**src/rtl/pc_next_unit_if.sv**
```systemverilog
// pc_next_unit_if
// Groups the signals exchanged between the IF-stage program-counter unit and
// the rest of the pipeline (hazard unit, ID and EX redirect sources, exception logic).
//   stall             hazard unit -> PC unit   hold the PC
//   ID_HazardControl  ID -> PC unit            ID-stage redirect request
//   ID_PC             ID -> PC unit            ID-stage redirect target
//   EX_redirect       EX -> PC unit            EX-stage redirect (mispredict)
//   EX_target         EX -> PC unit            EX-stage redirect target
//   exc_req           exception -> PC unit     load the exception vector
//   pc                PC unit -> IF            current fetch PC (registered)
//   pc_plus           PC unit -> IF            pc + increment (combinational)
//   fetch_valid       PC unit -> IF/ID         fetch at pc is architecturally valid
//   redirect_pending  PC unit -> pipeline      a buffered redirect waits for stall release
// Modports: master = pipeline side that drives requests, slave = the PC unit.
interface pc_next_unit_if #(
  parameter int PC_WIDTH = 16
);
  logic                stall;
  logic                ID_HazardControl;
  logic [PC_WIDTH-1:0] ID_PC;
  logic                EX_redirect;
  logic [PC_WIDTH-1:0] EX_target;
  logic                exc_req;
  logic [PC_WIDTH-1:0] pc;
  logic [PC_WIDTH-1:0] pc_plus;
  logic                fetch_valid;
  logic                redirect_pending;

  modport master (
    output stall, ID_HazardControl, ID_PC, EX_redirect, EX_target, exc_req,
    input  pc, pc_plus, fetch_valid, redirect_pending
  );

  modport slave (
    input  stall, ID_HazardControl, ID_PC, EX_redirect, EX_target, exc_req,
    output pc, pc_plus, fetch_valid, redirect_pending
  );
endinterface

```
**src/rtl/pc_next_unit.sv**
```systemverilog
// pc_next_unit
// Program-counter generator for the IF stage. Owns the PC register and picks
// the next PC from: exception vector, EX redirect, ID redirect, a buffered
// redirect, hold (stall) or sequential increment, in that priority order.
// A redirect that arrives while stalled is buffered and applied on the first
// unstalled cycle. Every applied redirect squashes FLUSH_SLOTS fetch cycles.
// Ports:
//   clk    rising-edge clock
//   rst_n  asynchronous active-low reset
//   bus    pc_next_unit_if.slave (requests in, pc/pc_plus/fetch_valid/redirect_pending out)
//   redirect_count  16-bit saturating count of applied redirects/exceptions,
//                   present only when PC_REDIRECT_COUNT_EN is defined
// Optional feature macro: PC_REDIRECT_COUNT_EN
module pc_next_unit #(
  parameter int          PC_WIDTH     = 16,
  parameter int          PC_INC       = 1,
  parameter int          RESET_VECTOR = 0,
  parameter logic [31:0] EXC_VECTOR   = 32'h0000_FF00,
  parameter int          FLUSH_SLOTS  = 1
) (
  input  logic               clk,
  input  logic               rst_n,
  pc_next_unit_if.slave      bus
`ifdef PC_REDIRECT_COUNT_EN
  ,
  output logic [15:0]        redirect_count
`endif
);

  localparam logic [1:0] STATE_RUN       = 2'd0;
  localparam logic [1:0] STATE_FLUSH     = 2'd1;
  localparam logic [1:0] STATE_HOLD_PEND = 2'd2;

  localparam logic [PC_WIDTH-1:0] RESET_PC  = PC_WIDTH'(RESET_VECTOR);
  localparam logic [PC_WIDTH-1:0] EXC_PC    = PC_WIDTH'(EXC_VECTOR);
  localparam logic [PC_WIDTH-1:0] INC_PC    = PC_WIDTH'(PC_INC);
  localparam logic [1:0]          FLUSH_INIT = 2'(FLUSH_SLOTS);

  logic [1:0]          state;
  logic [PC_WIDTH-1:0] pcReg;
  logic [PC_WIDTH-1:0] pendTarget;
  logic [1:0]          flushCnt;
  logic                fetchValid;

  logic                redirectReq;
  logic [PC_WIDTH-1:0] redirectTarget;
  logic                loadPc;
  logic [PC_WIDTH-1:0] loadTarget;

  // EX is older in program order than ID, so its redirect takes precedence.
  assign redirectReq    = bus.EX_redirect | bus.ID_HazardControl;
  assign redirectTarget = bus.EX_redirect ? bus.EX_target : bus.ID_PC;

  assign bus.pc               = pcReg;
  assign bus.pc_plus          = pcReg + INC_PC;
  assign bus.fetch_valid      = fetchValid;
  assign bus.redirect_pending = (state == STATE_HOLD_PEND);

  // Decide whether this edge loads a non-sequential target into the PC.
  // Exceptions ignore stall; a fresh redirect beats the buffered one.
  always_comb begin
    loadPc     = 1'b0;
    loadTarget = redirectTarget;
    if (bus.exc_req) begin
      loadPc     = 1'b1;
      loadTarget = EXC_PC;
    end else if (redirectReq && !bus.stall) begin
      loadPc = 1'b1;
    end else if (!redirectReq && (state == STATE_HOLD_PEND) && !bus.stall) begin
      loadPc     = 1'b1;
      loadTarget = pendTarget;
    end
  end

  // PC register and RUN/FLUSH/HOLD_PEND control. Straight out of reset the
  // state is RUN with fetchValid low: the first unstalled edge only marks the
  // reset-vector fetch valid instead of advancing, so RESET_VECTOR is fetched.
  always_ff @(posedge clk or negedge rst_n) begin
    if (!rst_n) begin
      state      <= STATE_RUN;
      pcReg      <= RESET_PC;
      pendTarget <= '0;
      flushCnt   <= 2'd0;
      fetchValid <= 1'b0;
    end else if (loadPc) begin
      pcReg <= loadTarget;
      if (FLUSH_SLOTS == 0) begin
        state      <= STATE_RUN;
        flushCnt   <= 2'd0;
        fetchValid <= 1'b1;
      end else begin
        state      <= STATE_FLUSH;
        flushCnt   <= FLUSH_INIT;
        fetchValid <= 1'b0;
      end
    end else if (redirectReq) begin
      // Only reachable while stalled: buffer the target, newest wins.
      pendTarget <= redirectTarget;
      state      <= STATE_HOLD_PEND;
    end else if (!bus.stall) begin
      case (state)
        STATE_FLUSH: begin
          pcReg <= bus.pc_plus;
          if (flushCnt == 2'd1) begin
            state      <= STATE_RUN;
            flushCnt   <= 2'd0;
            fetchValid <= 1'b1;
          end else begin
            flushCnt <= flushCnt - 2'd1;
          end
        end
        default: begin
          if (fetchValid) begin
            pcReg <= bus.pc_plus;
          end else begin
            fetchValid <= 1'b1;
          end
        end
      endcase
    end
  end

`ifdef PC_REDIRECT_COUNT_EN
  // Counts PC loads from redirect/exception targets; a buffered redirect is
  // counted when it is applied, not when it is captured.
  always_ff @(posedge clk or negedge rst_n) begin
    if (!rst_n) begin
      redirect_count <= 16'd0;
    end else if (loadPc && (redirect_count != 16'hFFFF)) begin
      redirect_count <= redirect_count + 16'd1;
    end
  end
`endif

endmodule

```
**src/flat_wrapper.sv**
```systemverilog
// flat-port wrapper written by rule: the top's interface ports become plain ports
module pc_next_unit_flat 
#(
  parameter int          PC_WIDTH     = 16,
  parameter int          PC_INC       = 1,
  parameter int          RESET_VECTOR = 0,
  parameter logic [31:0] EXC_VECTOR   = 32'h0000_FF00,
  parameter int          FLUSH_SLOTS  = 1
)
  (clk, rst_n, bus_stall, bus_ID_HazardControl, bus_ID_PC, bus_EX_redirect, bus_EX_target, bus_exc_req, bus_pc, bus_pc_plus, bus_fetch_valid, bus_redirect_pending);
  pc_next_unit_if #(.PC_WIDTH(PC_WIDTH)) bus_i ();
  input  logic clk;
  input  logic rst_n;
  input wire logic [$bits(bus_i.stall)-1:0] bus_stall;
  input wire logic [$bits(bus_i.ID_HazardControl)-1:0] bus_ID_HazardControl;
  input wire logic [$bits(bus_i.ID_PC)-1:0] bus_ID_PC;
  input wire logic [$bits(bus_i.EX_redirect)-1:0] bus_EX_redirect;
  input wire logic [$bits(bus_i.EX_target)-1:0] bus_EX_target;
  input wire logic [$bits(bus_i.exc_req)-1:0] bus_exc_req;
  output wire logic [$bits(bus_i.pc)-1:0] bus_pc;
  output wire logic [$bits(bus_i.pc_plus)-1:0] bus_pc_plus;
  output wire logic [$bits(bus_i.fetch_valid)-1:0] bus_fetch_valid;
  output wire logic [$bits(bus_i.redirect_pending)-1:0] bus_redirect_pending;
  assign bus_i.stall = bus_stall;
  assign bus_i.ID_HazardControl = bus_ID_HazardControl;
  assign bus_i.ID_PC = bus_ID_PC;
  assign bus_i.EX_redirect = bus_EX_redirect;
  assign bus_i.EX_target = bus_EX_target;
  assign bus_i.exc_req = bus_exc_req;
  assign bus_pc = bus_i.pc;
  assign bus_pc_plus = bus_i.pc_plus;
  assign bus_fetch_valid = bus_i.fetch_valid;
  assign bus_redirect_pending = bus_i.redirect_pending;
  pc_next_unit #(.PC_WIDTH(PC_WIDTH), .PC_INC(PC_INC), .RESET_VECTOR(RESET_VECTOR), .EXC_VECTOR(EXC_VECTOR), .FLUSH_SLOTS(FLUSH_SLOTS)) u_core (.clk(clk), .rst_n(rst_n), .bus(bus_i));
endmodule
```
**config.mk**
```make
export PLATFORM = sky130hd
export DESIGN_NAME = pc_next_unit_flat
export DESIGN_NICKNAME = d
export VERILOG_FILES = /design/src/rtl/pc_next_unit_if.sv /design/src/rtl/pc_next_unit.sv /design/src/flat_wrapper.sv
export SDC_FILE = /design/constraint.sdc
export NUM_CORES = 1
export LEC_CHECK = 0
export ABC_AREA = 1
export CORE_MARGIN = 5
export CORE_UTILIZATION = 39
export CTS_BUF_LIST = sky130_fd_sc_hd__clkbuf_4 sky130_fd_sc_hd__clkbuf_8
export DETAILED_ROUTE_END_ITERATION = 10
export PLACE_DENSITY = 0.69
export REMOVE_ABC_BUFFERS = 1
export SYNTH_ARGS = -nofsm -noshare
export SYNTH_HDL_FRONTEND = slang
export SYNTH_SLANG_ARGS = --single-unit
```
**constraint.sdc**
```tcl
create_clock -name clk -period 2.15 [get_ports clk]
set_clock_uncertainty 0.2 [all_clocks]
set_input_delay 0.215 -clock clk [delete_from_list [all_inputs] [get_ports clk]]
set_output_delay 0.215 -clock clk [all_outputs]
set_load 0.02 [all_outputs]
```
==> results by group <==
Floorplan
  • Row cnt: 29
  • Die area: 0.00808 mm²
  • Area of the core: around 0.0063 mm²
  • Die height: roughly 90 µm
  • Initial Utilization: 39.6%
  • Die Width: about 90 µm
  • I/O pin total: 72

STA
  • Final hold violations: 0
  • Post-layout min period: ~2.0 ns
  • Tightest Pin Transition: about 0.36 ns
  • Unrepaired setup endpoints after global routing: no
  • Worst slew margin: 75.9%
  • Setup TNS: 0 ns
  • Max-slew violations: 0
  • Fin crit share: 94.8%
  • # setup viols final: 0
  • Fmax: 491 MHz

Layout
  • NumNets Final: 528
  • Area Overhead vs Synth: 42.5%
  • Layout cells sized above 1: around 14%
  • Fill cell count: 604
  • Fin util: 56.5%
  • Non-Filler Instances: 566
  • Diode count: 0

Placement
  • Routability congestion estimate: between 0.8 and 0.9
  • PortBufs: 71
  • # placed instances: about 560
  • DP HPWL: 5.50 mm

Synth
  • Yosys warning count: 0
  • Yosys cell types: 23
  • Cells after synthesis: 387
  • Syn Area/Cell: 6.43 µm²
  • Mapped Area: around 0.0025 mm²
  • Area fraction of the dominant cell type after synthesis: approximately 37%
  • Post-synthesis sequential area ratio: 37.2%
  • Synth area leader: dfrtp_1
  • Ranking of synthesized cells by area: dfrtp_1 (37%), nand2_1 (25%), o21ai_0 (8.2%), inv_1 (6.6%), nand3_1 (5.2%)
  • Yosys reg bits: 37

GRT
  • Total Routing Usage GR: 17.3%
  • First-pass GRT wire length: about 12 mm
  • GR Overflow Total: 0
  • Vias in the first global route: 2,562
  • Initial antenna violation count: 0
  • Largest net degree at the start of global routing: 38

Worst setup path
  • Startpoint types: register
  • R2R Setup Slk: 0.23 ns
  • Worst path bufs/invs: 2
  • CP Data Arrival Time: 1.62 ns
  • Worst path cell trace: ha_1 -> nand2_1 -> nor2_2 -> buf_4 -> xor2_1 -> buf_2
  • CP endpoint kind: primary output
  • Largest delay share family, worst path: flip-flops
  • Slowest cell on crit path: dfrtp_1
  • CP peak stage delay: 0.38 ns
  • Reg-to-reg startpoint: u_core.state[1]
  • Worst Setup SP: u_core.bus.pc[0]
  • Reg-to-reg endpoint: u_core.bus.pc[11]
  • Crit-path max FO: 3
  • Critical path type: reg -> out
  • Worst R2R Path Depth: 7
  • Critical path data required time: ~1.7 ns

Power
  • Leak: 1.83 nW
  • Peak VDD IR: 383 µV
  • Pwr Density: 603 mW/mm²
  • Design Power: 2.14 mW

Routing
  • Number of iterations in the first detailed-routing pass: 4
  • Routed Antenna Nets: 0
  • Total wire length: 6.97 mm
  • Vias/cell: 4.71
  • Mean routed wirelength per cell: 12.3 µm
  • # DRC: 0
  • Starting DRT DRC Count: 120
  • Vias: 2,666

Clock network
  • Clock root cell: clkbuf_8
  • Cts bufs inserted: 5
  • CTS tree: done
  • Clock slew at reported path FFs: 0.08 ns
  • CTS Buffer Depth: 2
  • CTS H-tree depth: 2
  • Post-CTS Setup Inserts: 0
  • CTS Sinks: 37
  • Latest clock arrival within the worst-skew pair: 0.29 ns

Run
  • Max Cap Viol: 0

Hold path
  • HP Class: in -> async

Status
  • Outcome: finished clean
## how the worst max path moves through the flow
stage / slack, ns / cells after the start / endpoint
after floorplan: 0.14 / 8 / u_core.bus.pc[15]
after global placement: -0.03 / 7 / bus_pc_plus[8]
after detailed placement: -0.06 / 7 / bus_pc_plus[8]
after CTS: -0.002 / 8 / bus_pc_plus[14]
after global routing: 0.009 / 7 / bus_pc_plus[8]
final: 0.11 / 6 / bus_pc_plus[4]
## cell families after synthesis
| kind of cell | share of synthesized area [%] |
|---|---|
| simple gates | 40.0 |
| buf+inv | 9.85 |
| compound gates | 10.9 |
| flops | 37.2 |
| xor+xnor | 1.06 |
| fa+ha+maj | 1.01 |
## worst min-delay path: stages
cell           delay [ns]
dlygate4sd3_1        0.52
buf_2                0.12
buf_12               0.22
## synth_stat cells
cell,number
nand2_1,168
inv_1,44
o21ai_0,41
dfrtp_1,37
nand3_1,26
nor2_1,22
buf_2,10
o21ai_1,8
nand4_1,5
nor2_4,4
nand3_2,3
xor2_1,3
and2_1,2
buf_6,2
ha_1,2
nand3b_1,2
o2111ai_1,2
a21oi_2,1
clkbuf_1,1
inv_2,1
nand2_2,1
nor3_1,1
or2_2,1
## placed cells by master (no fill, tap or decap), types with 6 or more instances in the layout
| master | instances |
|---|---|
| nand2_1 | 168 |
| clkdlybuf4s50_1 | 56 |
| inv_1 | 44 |
| o21ai_0 | 40 |
| dfrtp_1 | 37 |
| buf_4 | 34 |
| nand3_1 | 26 |
| nor2_1 | 19 |
| o21ai_1 | 9 |
| clkbuf_8 | 7 |
| clkbuf_2 | 7 |
| buf_2 | 6 |
## through the flow
stage	area, µm²	hold slack (ns)	setup WS, ns
CTS	3590	0.220	-0.00152
global placement	3490	0.0000448	-0.0303
global route	3550	0.247	0.00948
detailed placement	3490	-0.00249	-0.0585
floorplan	2410	-0.281	0.144
finish	3550	0.215	0.112
## state kept, by name (all words and copies together) (netlist names)
signal and count:
u_core.bus.fetch_valid 1, u_core.bus.pc 16, u_core.flushCnt 2, u_core.pendTarget 16, u_core.state 2
## layout make-up
type / count / area, µm² / area share, %
clock buffers: 7 / 96.3 / 2.72
clock inverters: 1 / 5.00 / 0.141
inverters: 45 / 169 / 4.76
multi-input cells: 292 / 1330 / 37.4
flip-flops and latches: 37 / 926 / 26.1
well taps: 77 / 96.3 / 2.72
repair buffers: 107 / 928 / 26.2
## report_power, final
part           total [mW]  switching, mW  internal (mW)
Sequential          0.850         0.0610          0.789
Combinational       0.746          0.419          0.328
Clock               0.541          0.251          0.290
Total                2.14          0.731           1.41
## routing by layer
metal	part of all wire, %	routed length, µm	track usage (%)
met5	0	0	0
met4	1.4	101	5.33
met3	5.6	388	3.59
met2	49	3430	30.6
met1	44	3040	20.9
## repair_timing
| action | in CTS | in global routing |
|---|---|---|
| endpoints found under the setup margin | 14 | 11 |
| endpoints found under the hold margin | 37 | 0 |
| gates resized for setup | 30 | 17 |
| hold buffers | 1 | 0 |
No activity file was read; power rests on OpenSTA's default activity.
